## config.mk

```make
export PLATFORM = sky130hd
export DESIGN_NAME = combo_sweep_ctrl
export DESIGN_NICKNAME = d
export VERILOG_FILES = /design/src/rtl/combo_sweep_pkg.sv /design/src/rtl/combo_sweep_ctrl_settle_timer.sv /design/src/rtl/combo_sweep_ctrl.sv
export SDC_FILE = /design/constraint.sdc
export NUM_CORES = 1
export LEC_CHECK = 0
export ABC_AREA = 0
export CAP_MARGIN = 20
export CORE_UTILIZATION = 55
export CTS_CLUSTER_SIZE = 12
export DETAILED_ROUTE_END_ITERATION = 8
export PLACE_DENSITY = 0.9
export REMOVE_ABC_BUFFERS = 1
export SYNTH_ARGS = -nofsm -noshare
export SYNTH_HDL_FRONTEND = slang
export SYNTH_SLANG_ARGS = --single-unit
export TNS_END_PERCENT = 10
```

## constraint.sdc

```tcl
create_clock -name clk -period 2.9 [get_ports clk]
set_input_delay 0.58 -clock clk [delete_from_list [all_inputs] [get_ports clk]]
set_output_delay 0.58 -clock clk [all_outputs]
set_load 0.01 [all_outputs]
```

## src/rtl/combo_sweep_pkg.sv

```systemverilog
// combo_sweep_pkg: shared types and sizes for the combo_sweep_ctrl sequencer.
//   state_e     - sequencer states (IDLE, SETTLE, SAMPLE, DONE)
//   NUM_VECTORS - number of input combinations swept (8)
//   IDX_W       - width of the vector index (3)
//   SETTLE_W    - width of the settle counter (4, covers SETTLE_CYCLES up to 15)
package combo_sweep_pkg;

    typedef enum logic [1:0] {
        IDLE   = 2'd0,
        SETTLE = 2'd1,
        SAMPLE = 2'd2,
        DONE   = 2'd3
    } state_e;

    localparam int NUM_VECTORS = 8;
    localparam int IDX_W       = 3;
    localparam int SETTLE_W    = 4;

endpackage

```

## src/rtl/combo_sweep_ctrl_settle_timer.sv

```systemverilog
// settle_timer: counts cycles while enabled and flags the last settle cycle.
// Ports:
//   clk, rst_n - clock and synchronous active-low reset
//   clear      - zero the count (has priority over enable)
//   enable     - advance the count this cycle
//   expired    - high while enabled and the count equals SETTLE_CYCLES-1
module settle_timer
    import combo_sweep_pkg::*;
#(
    parameter int SETTLE_CYCLES = 2
) (
    input  logic clk,
    input  logic rst_n,
    input  logic clear,
    input  logic enable,
    output logic expired
);

    localparam logic [SETTLE_W-1:0] LAST = SETTLE_W'(SETTLE_CYCLES - 1);

    logic [SETTLE_W-1:0] cnt_q;
    logic [SETTLE_W-1:0] cnt_d;

    always_comb begin
        cnt_d = cnt_q;
        if (clear) begin
            cnt_d = '0;
        end else if (enable) begin
            cnt_d = cnt_q + SETTLE_W'(1);
        end
    end

    always_ff @(posedge clk) begin
        if (!rst_n) begin
            cnt_q <= '0;
        end else begin
            cnt_q <= cnt_d;
        end
    end

    assign expired = enable && (cnt_q == LAST);

endmodule

```

## src/rtl/combo_sweep_ctrl.sv

```systemverilog
// combo_sweep_ctrl: drives {a,b,c} through 000..111, waits SETTLE_CYCLES per
// vector, samples y and assembles an 8-bit truth table (bit i = y for vector i).
// Ports:
//   clk, rst_n  - clock and synchronous active-low reset
//   start       - sweep request, honoured only in IDLE
//   y           - output of the swept combinational block
//   a, b, c     - registered vector bits (a = MSB)
//   busy        - high in SETTLE and SAMPLE
//   done        - one-cycle pulse when the sweep completes
//   truth_table - assembled result, held until the next accepted start
// Optional build macro COMBO_SWEEP_CHECK_EN adds:
//   expected_tt - reference table, latched when start is accepted
//   mismatch    - truth_table differs from expected_tt (valid from DONE)
//   fail_idx    - lowest differing vector index, 0 when no mismatch
module combo_sweep_ctrl
    import combo_sweep_pkg::*;
#(
    parameter int SETTLE_CYCLES = 2
) (
    input  logic                   clk,
    input  logic                   rst_n,
    input  logic                   start,
    input  logic                   y,
    output logic                   a,
    output logic                   b,
    output logic                   c,
    output logic                   busy,
    output logic                   done,
    output logic [NUM_VECTORS-1:0] truth_table
`ifdef COMBO_SWEEP_CHECK_EN
    ,
    input  logic [NUM_VECTORS-1:0] expected_tt,
    output logic                   mismatch,
    output logic [IDX_W-1:0]       fail_idx
`endif
);

    localparam logic [IDX_W-1:0] LAST_IDX = IDX_W'(NUM_VECTORS - 1);

    state_e                 state_q, state_d;
    logic [IDX_W-1:0]       idx_q, idx_d;
    logic [2:0]             abc_q, abc_d;
    logic [NUM_VECTORS-1:0] tt_q, tt_d;
    logic                   settle_expired;
    logic                   accept;
    logic                   last_sample;

    assign accept      = (state_q == IDLE) && start;
    assign last_sample = (state_q == SAMPLE) && (idx_q == LAST_IDX);

    // Counter is held at zero outside SETTLE so every settle window starts fresh.
    settle_timer #(
        .SETTLE_CYCLES(SETTLE_CYCLES)
    ) u_settle_timer (
        .clk    (clk),
        .rst_n  (rst_n),
        .clear  ((state_q != SETTLE) || settle_expired),
        .enable (state_q == SETTLE),
        .expired(settle_expired)
    );

    // State register
    always_ff @(posedge clk) begin
        if (!rst_n) begin
            state_q <= IDLE;
        end else begin
            state_q <= state_d;
        end
    end

    // Next-state logic
    always_comb begin
        state_d = state_q;
        case (state_q)
            IDLE:    if (start) state_d = SETTLE;
            SETTLE:  if (settle_expired) state_d = SAMPLE;
            SAMPLE:  state_d = (idx_q == LAST_IDX) ? DONE : SETTLE;
            DONE:    state_d = IDLE;
            default: state_d = IDLE;
        endcase
    end

    // Output logic
    always_comb begin
        busy = (state_q == SETTLE) || (state_q == SAMPLE);
        done = (state_q == DONE);
    end

    // Vector index, applied vector and truth table
    always_comb begin
        idx_d = idx_q;
        abc_d = abc_q;
        tt_d  = tt_q;
        if (accept) begin
            idx_d = '0;
            abc_d = 3'b000;
            tt_d  = '0;
        end else if (state_q == SAMPLE) begin
            tt_d[idx_q] = y;
            // idx stops at 7; the sweep ends rather than wrapping.
            if (idx_q != LAST_IDX) begin
                idx_d = idx_q + IDX_W'(1);
                abc_d = idx_q + IDX_W'(1);
            end
        end else if (state_q == DONE) begin
            abc_d = 3'b000;
        end
    end

    always_ff @(posedge clk) begin
        if (!rst_n) begin
            idx_q <= '0;
            abc_q <= 3'b000;
            tt_q  <= '0;
        end else begin
            idx_q <= idx_d;
            abc_q <= abc_d;
            tt_q  <= tt_d;
        end
    end

    assign a           = abc_q[2];
    assign b           = abc_q[1];
    assign c           = abc_q[0];
    assign truth_table = tt_q;

`ifdef COMBO_SWEEP_CHECK_EN
    logic [NUM_VECTORS-1:0] exp_q;
    logic [NUM_VECTORS-1:0] diff;
    logic                   mismatch_q, mismatch_d;
    logic [IDX_W-1:0]       fail_idx_q, fail_idx_d;

    // Compare against the table being completed this edge so the result
    // lands together with the DONE state.
    assign diff = tt_d ^ exp_q;

    always_comb begin
        mismatch_d = mismatch_q;
        fail_idx_d = fail_idx_q;
        if (accept) begin
            mismatch_d = 1'b0;
            fail_idx_d = '0;
        end else if (last_sample) begin
            mismatch_d = |diff;
            fail_idx_d = '0;
            // Descending scan leaves the lowest differing index.
            for (int i = NUM_VECTORS - 1; i >= 0; i--) begin
                if (diff[i]) fail_idx_d = IDX_W'(i);
            end
        end
    end

    always_ff @(posedge clk) begin
        if (accept) begin
            exp_q <= expected_tt;
        end
    end

    always_ff @(posedge clk) begin
        if (!rst_n) begin
            mismatch_q <= 1'b0;
            fail_idx_q <= '0;
        end else begin
            mismatch_q <= mismatch_d;
            fail_idx_q <= fail_idx_d;
        end
    end

    assign mismatch = mismatch_q;
    assign fail_idx = fail_idx_q;
`endif

endmodule

```

# After elaboration in Yosys (flattened, before gate mapping)

Cells that the tools add are included.
Widths: inputs -> output; s select.

Multiply operators: 0
Add/subtract/negate cells: 2
Reductions and logical operators: 12
Bitwise gates (word level): 1
Divide/modulo/power cells: 0
Shifts and indexed selects: 0
Multiplexer cells: 10
Equal/unequal tests: 10
Magnitude comparators: 2

Operator list:

| kind                | count |
|---|---|
| $mux 3              | 3 |
| $bwmux 8            | 1 |
| $pmux 2 s4          | 1 |
| $mux 2              | 3 |
| $reduce_and 2->1    | 3 |
| $add 4x1->4 const B | 1 |
| $eq 2x2->1 const B  | 2 |
| $eq 4x1->1 const B  | 1 |
| $lt 3x4->1 const B  | 1 |
| $ne 2x1->1 const B  | 2 |
| $ne 2x2->1 const B  | 2 |
| $reduce_or 2->1     | 2 |
| $add 3x1->3 const B | 1 |
| $demux 1 s3         | 1 |
| $eq 3x3->1 const B  | 1 |
| $ge 3x1->1 const B  | 1 |
| $logic_and 1x1->1   | 3 |
| $ne 3x3->1 const B  | 1 |
| $eq 2x1->1 const B  | 1 |
| $logic_not 2->1     | 1 |
| $logic_or 1x1->1    | 2 |
| $reduce_bool 2->1   | 1 |
| $mux 1              | 1 |
| $not 1->1           | 1 |

Bits of input ports: 4
Bits in read-only memories: 0
Register bits after elaboration: 20
Memories kept: 0
Output and inout bits: 13
Latch bits: 0
Word-level logic and storage cells: 42
RAM bits: 0

# Logic depth before layout (Yosys ltp)

Depth in word-level cells: 5
Depth in mapped cells: 6
Depth with buffers taken out: 5

# Cells and area by module

Synthesis repeated with hierarchy kept, for this count alone.

Cell total of the unflattened synthesis: 104
Area total of the unflattened synthesis: 1038.5 um^2

Modules (own cells, without submodules):

| module           | seq. area each (um^2) | cells each | area each (um^2) | instances |
|---|---|---|---|---|
| combo_sweep_ctrl | 320.3                 | 83         | 823.3            | 1 |
| settle_timer     | 80.1                  | 21         | 215.2            | 1 |

# Least setup slack after synthesis

No wires, ideal clock.

Kind: reg2reg
Start: register u_settle_timer.cnt_q[0]
End: register state_q[0]
Buffers on the path: 0
Data required time: 2771 ps
Data arrival time: 1310 ps
Slack: 1461 ps
Clock period less this slack: 1439 ps
Cell stages (with the launch flop): 5
Setup time: 129 ps
Cells stage by stage: dfxtp_1 > ha_1 > or3b_4 > a2111oi_4 > a211oi_2

Longest elaborated chain between the ends: 4

RTL lines:

| what                              | RTL line                            | RTL |
|---|---|---|
| from (decl)                       | combo_sweep_ctrl_settle_timer.sv:21 | `logic [SETTLE_W-1:0] cnt_q;` |
| from (signal assigned)            | combo_sweep_ctrl_settle_timer.sv:37 | `cnt_q <= cnt_d;` |
| $eq 4x1->1                        | combo_sweep_ctrl_settle_timer.sv:41 | `assign expired = enable && (cnt_q == LAST);` |
| $logic_and 1x1->1                 | combo_sweep_ctrl_settle_timer.sv:41 |  |
| $ne 2x2->1 (no source line)       | n/a                                 |  |
| $reduce_and 2->1 (no source line) | n/a                                 |  |
| to (signal assigned)              | combo_sweep_ctrl.sv:67              | `state_q <= state_d;` |
| to (decl)                         | combo_sweep_ctrl.sv:40              | `state_e state_q, state_d;` |

No other way between the ends.
A chain may end at the register's enable or synchronous reset.

# Final worst setup path

Start: register state_q[0]
End: output port busy

Longest elaborated chain between the ends: 2
Elaborated cells on any way between the ends: 3
Classes of those cells: eq/ne: 2; reduce/logical: 1

RTL lines:

| what                                     | RTL line               | RTL |
|---|---|---|
| $eq 2x1->1 or $eq 2x2->1 (tied branches) | combo_sweep_ctrl.sv:85 | `busy = (state_q == SETTLE) \|\| (state_q == SAMPLE);` |
| $logic_or 1x1->1 *                       | combo_sweep_ctrl.sv:85 |  |
| to (decl)                                | combo_sweep_ctrl.sv:27 | `output logic busy,` |

Mark *: on every way between the ends. The rest lies on a longest branch, timed or not.

==> metrics.md <==
| Metric | Value |
|---|---|
| # rows | 15 |
| DPL Wire Length | 1.40 mm |
| GRT Total Usage | 21.2% |
| Global route overflow | 0 |
| Post-route ant nets | 0 |
| Pre-CTS WS | 1.03 ns |
| Hold-fix buffers, CTS | 0 |
| Cell taking the most area after synthesis | dfxtp_1 |
| Vias | 753 |
| Largest net degree at the start of global routing | 15 |
| Input/output buffers | 16 |
| Vias/cell | 5.42 |
| Final Routed Wirelength | 1.89 mm |
| Lkg Pwr | roughly 0.46 nW |
| Hold Crit Start | abc_q[2] |
| First-pass GRT wire length | approximately 3.0 mm |
| RD Place Congestion | 0.754 |
| Sequential share of the synthesized area | ~40% |
| Initial antenna violation count | 0 |
| Setup TNS Final | 0 ns |
| CP Launch Type | flop |
| Max frequency | between 0.4 and 0.5 GHz |
| Die height | 44.6 µm |
| Fin. max-slew vios | 0 |
| Hold crit path type | flop to flop |
| Iter 0 DRT Violations | 16 |
| Multi-input logic area | 557 µm² |
| Min Tclk post-route | roughly 2.2 ns |
| Area Growth Syn to Fin | 18.9% |
| Syn Inst Count | 101 |
| Skew final | 0.00444 ns |
| Ant diodes | 0 |
| Reg clk slew, reported paths | 0.10 ns |
| Top cells by area, synth | dfxtp_1, ha_1, mux2i_1 |
| Fin. Hold Viols | 0 |
| Hold path depth | 2 |
| CTS Buffer Depth | 2 |
| Crit share post-route | 75.0% |
| R2R setup slack | 1.20 ns |
| Commonest non-fill, non-tap cell in the layout | dfxtp_1 |
| Cell Area, Placed | 1160 µm² |
| Post-CTS Resized | 0 |
| # IOs | 17 |
| Via count of the first global-routing pass | between 700 and 800 |
| Sequential Area | 400 µm² |
| Area share of the leading cell type in the synthesized netlist | between 40% and 50% |
| Clock Latency Late Sink | 0.29 ns |
| Nets | about 130 |
| Post-route cell area | 1190 µm² |
| Share of flip-flops with an asynchronous set or reset | 0% |
| Die area | 1990 µm² |
| YS warnings | 0 |
| Cell variety after synth | 25 |
| Die width | about 45 µm |
| H-tree levels | 1 |
| IR drop worst, VDD | 0.295 mV |
| Fin worst setup slack | a little over 0.7 ns |
| Initial Utilization | 58.4% |
| Core footprint | 1710 µm² |
| Reg-to-reg endpoint | truth_table[0] |
| Hold EP | abc_q[2] |
| Fraction of layout cells with a size suffix above 1 | 9.65% |
| Syn avg cell area | 9.87 µm² |
| Setup Viol. Count Final | 0 |
| WP data required | 2.32 ns |
| Status | completed |
| Crit-path max cell delay | 0.52 ns |
| Endpoint class of the critical path | output pin |
| Crit Path Class | flop to output pin |
| Drt wl/cell | 13.6 µm |
| First-pass DRT Iterations | 5 |
| Num CTS Buffers | 3 |
| Commonest cells after routing, fill and taps aside | dfxtp_1, clkdlybuf4s50_1, nor2_1 |
| Worst flop-to-flop path startpoint | state_q[0] |
| PD cells | 631 nW/µm² |
| Slew HR | 68.7% |
| Clock sinks | 20 |
| EDFF count, synth | 0 |
| CP Cell Sequence | inv_1, ha_1, clkdlybuf4s50_1 |
| Power Total | 0.749 mW |
| Unrepaired setup endpoints after global routing | no |
| Critical Path AT | 1.60 ns |
| CTS root buf | clkbuf_4 |
| Crit Path Max Fanout | 5 |
| CTS tree | built |
| Post-CTS setup buffers | 0 |
| Register bit total from synthesis | 20 |
| Tightest Pin Transition | 0.470 ns |
| Top FF cell, synth | dfxtp_1 |
| Final hold slack | approximately 0.49 ns |
| Slowest-stage cell, CP | clkdlybuf4s50_1 |
| Synth Cell Area | 997 µm² |
| Fillcell total | 137 |
| Max Cap Violations | 0 |
| Reg2Reg Depth | 5 |
| Residual DRC | 0 |
==> flip-flops by register name, indices dropped and copies added (netlist names) <==
name                  flops
truth_table               8
state_q                   2
abc_q                     3
u_settle_timer.cnt_q      4
idx_q                     3
==> final cells by class <==
cell class | count | area share (%)
multi-input combinational | 71 | 46.9
timing repair buffer | 16 | 13.5
clock buffer | 3 | 1.90
tap | 25 | 2.64
inverter | 4 | 1.27
sequential | 20 | 33.8
==> critical path: cells and delay by family (launching register included) <==
kind	cells	cell delay (ns)
flip-flops	1	0.37
adder cells (fa/ha/maj)	1	0.30
buffers and inverters	2	0.65
==> metal layers <==
| metal | track usage, % | share of wire, % |
|---|---|---|
| met4 | 9.09 | 1.0 |
| met2 | 40.0 | 50 |
| met1 | 22.3 | 44 |
| met3 | 4.49 | 4.4 |
| met5 | 0 | 0 |
==> stage by stage <==
| stage | cells | utilization [%] |
|---|---|---|
| floorplan | 95 | - |
| global placement | 136 | 68.1 |
| detailed placement | 136 | 68.1 |
| CTS | 139 | 69.5 |
| global route | 139 | 69.5 |
| finish | 139 | 69.5 |
==> Yosys cell counts (3+ instances only) <==
| cell type | instances |
|---|---|
| a21oi_1 | 6 |
| and4bb_2 | 3 |
| clkbuf_1 | 4 |
| dfxtp_1 | 20 |
| ha_1 | 9 |
| inv_1 | 4 |
| mux2i_1 | 8 |
| nand2_1 | 8 |
| nand2b_1 | 3 |
| nand4b_1 | 3 |
| nor2_1 | 12 |
| o21ai_0 | 3 |
==> kinds of logic after synthesis <==
logic type / share of synthesized area [%]
DFF: 40.2
xor gates and xnor gates: 1.76
buffers and inverters: 4.01
adders and majority gates: 11.3
and+or+nand+nor: 23.1
AOI/OAI and AO/OA: 11.7
muxes: 8.03
==> worst max-delay path by stage <==
| stage | start | endpoint | depth (start not counted) |
|---|---|---|---|
| floorplan | state_q[0] | truth_table[0] | 5 |
| global placement | state_q[0] | busy | 3 |
| detailed placement | state_q[0] | busy | 3 |
| CTS | state_q[0] | busy | 3 |
| global route | state_q[1] | busy | 3 |
| finish | state_q[0] | busy | 3 |
==> report_power, final <==
group	total, mW	internal [mW]	switching [mW]
logic	0.297	0.134	0.164
registers	0.328	0.300	0.0281
clock network	0.124	0.0482	0.0753
total	0.749	0.482	0.267
Note: power is estimated with default switching activity, not from simulation.
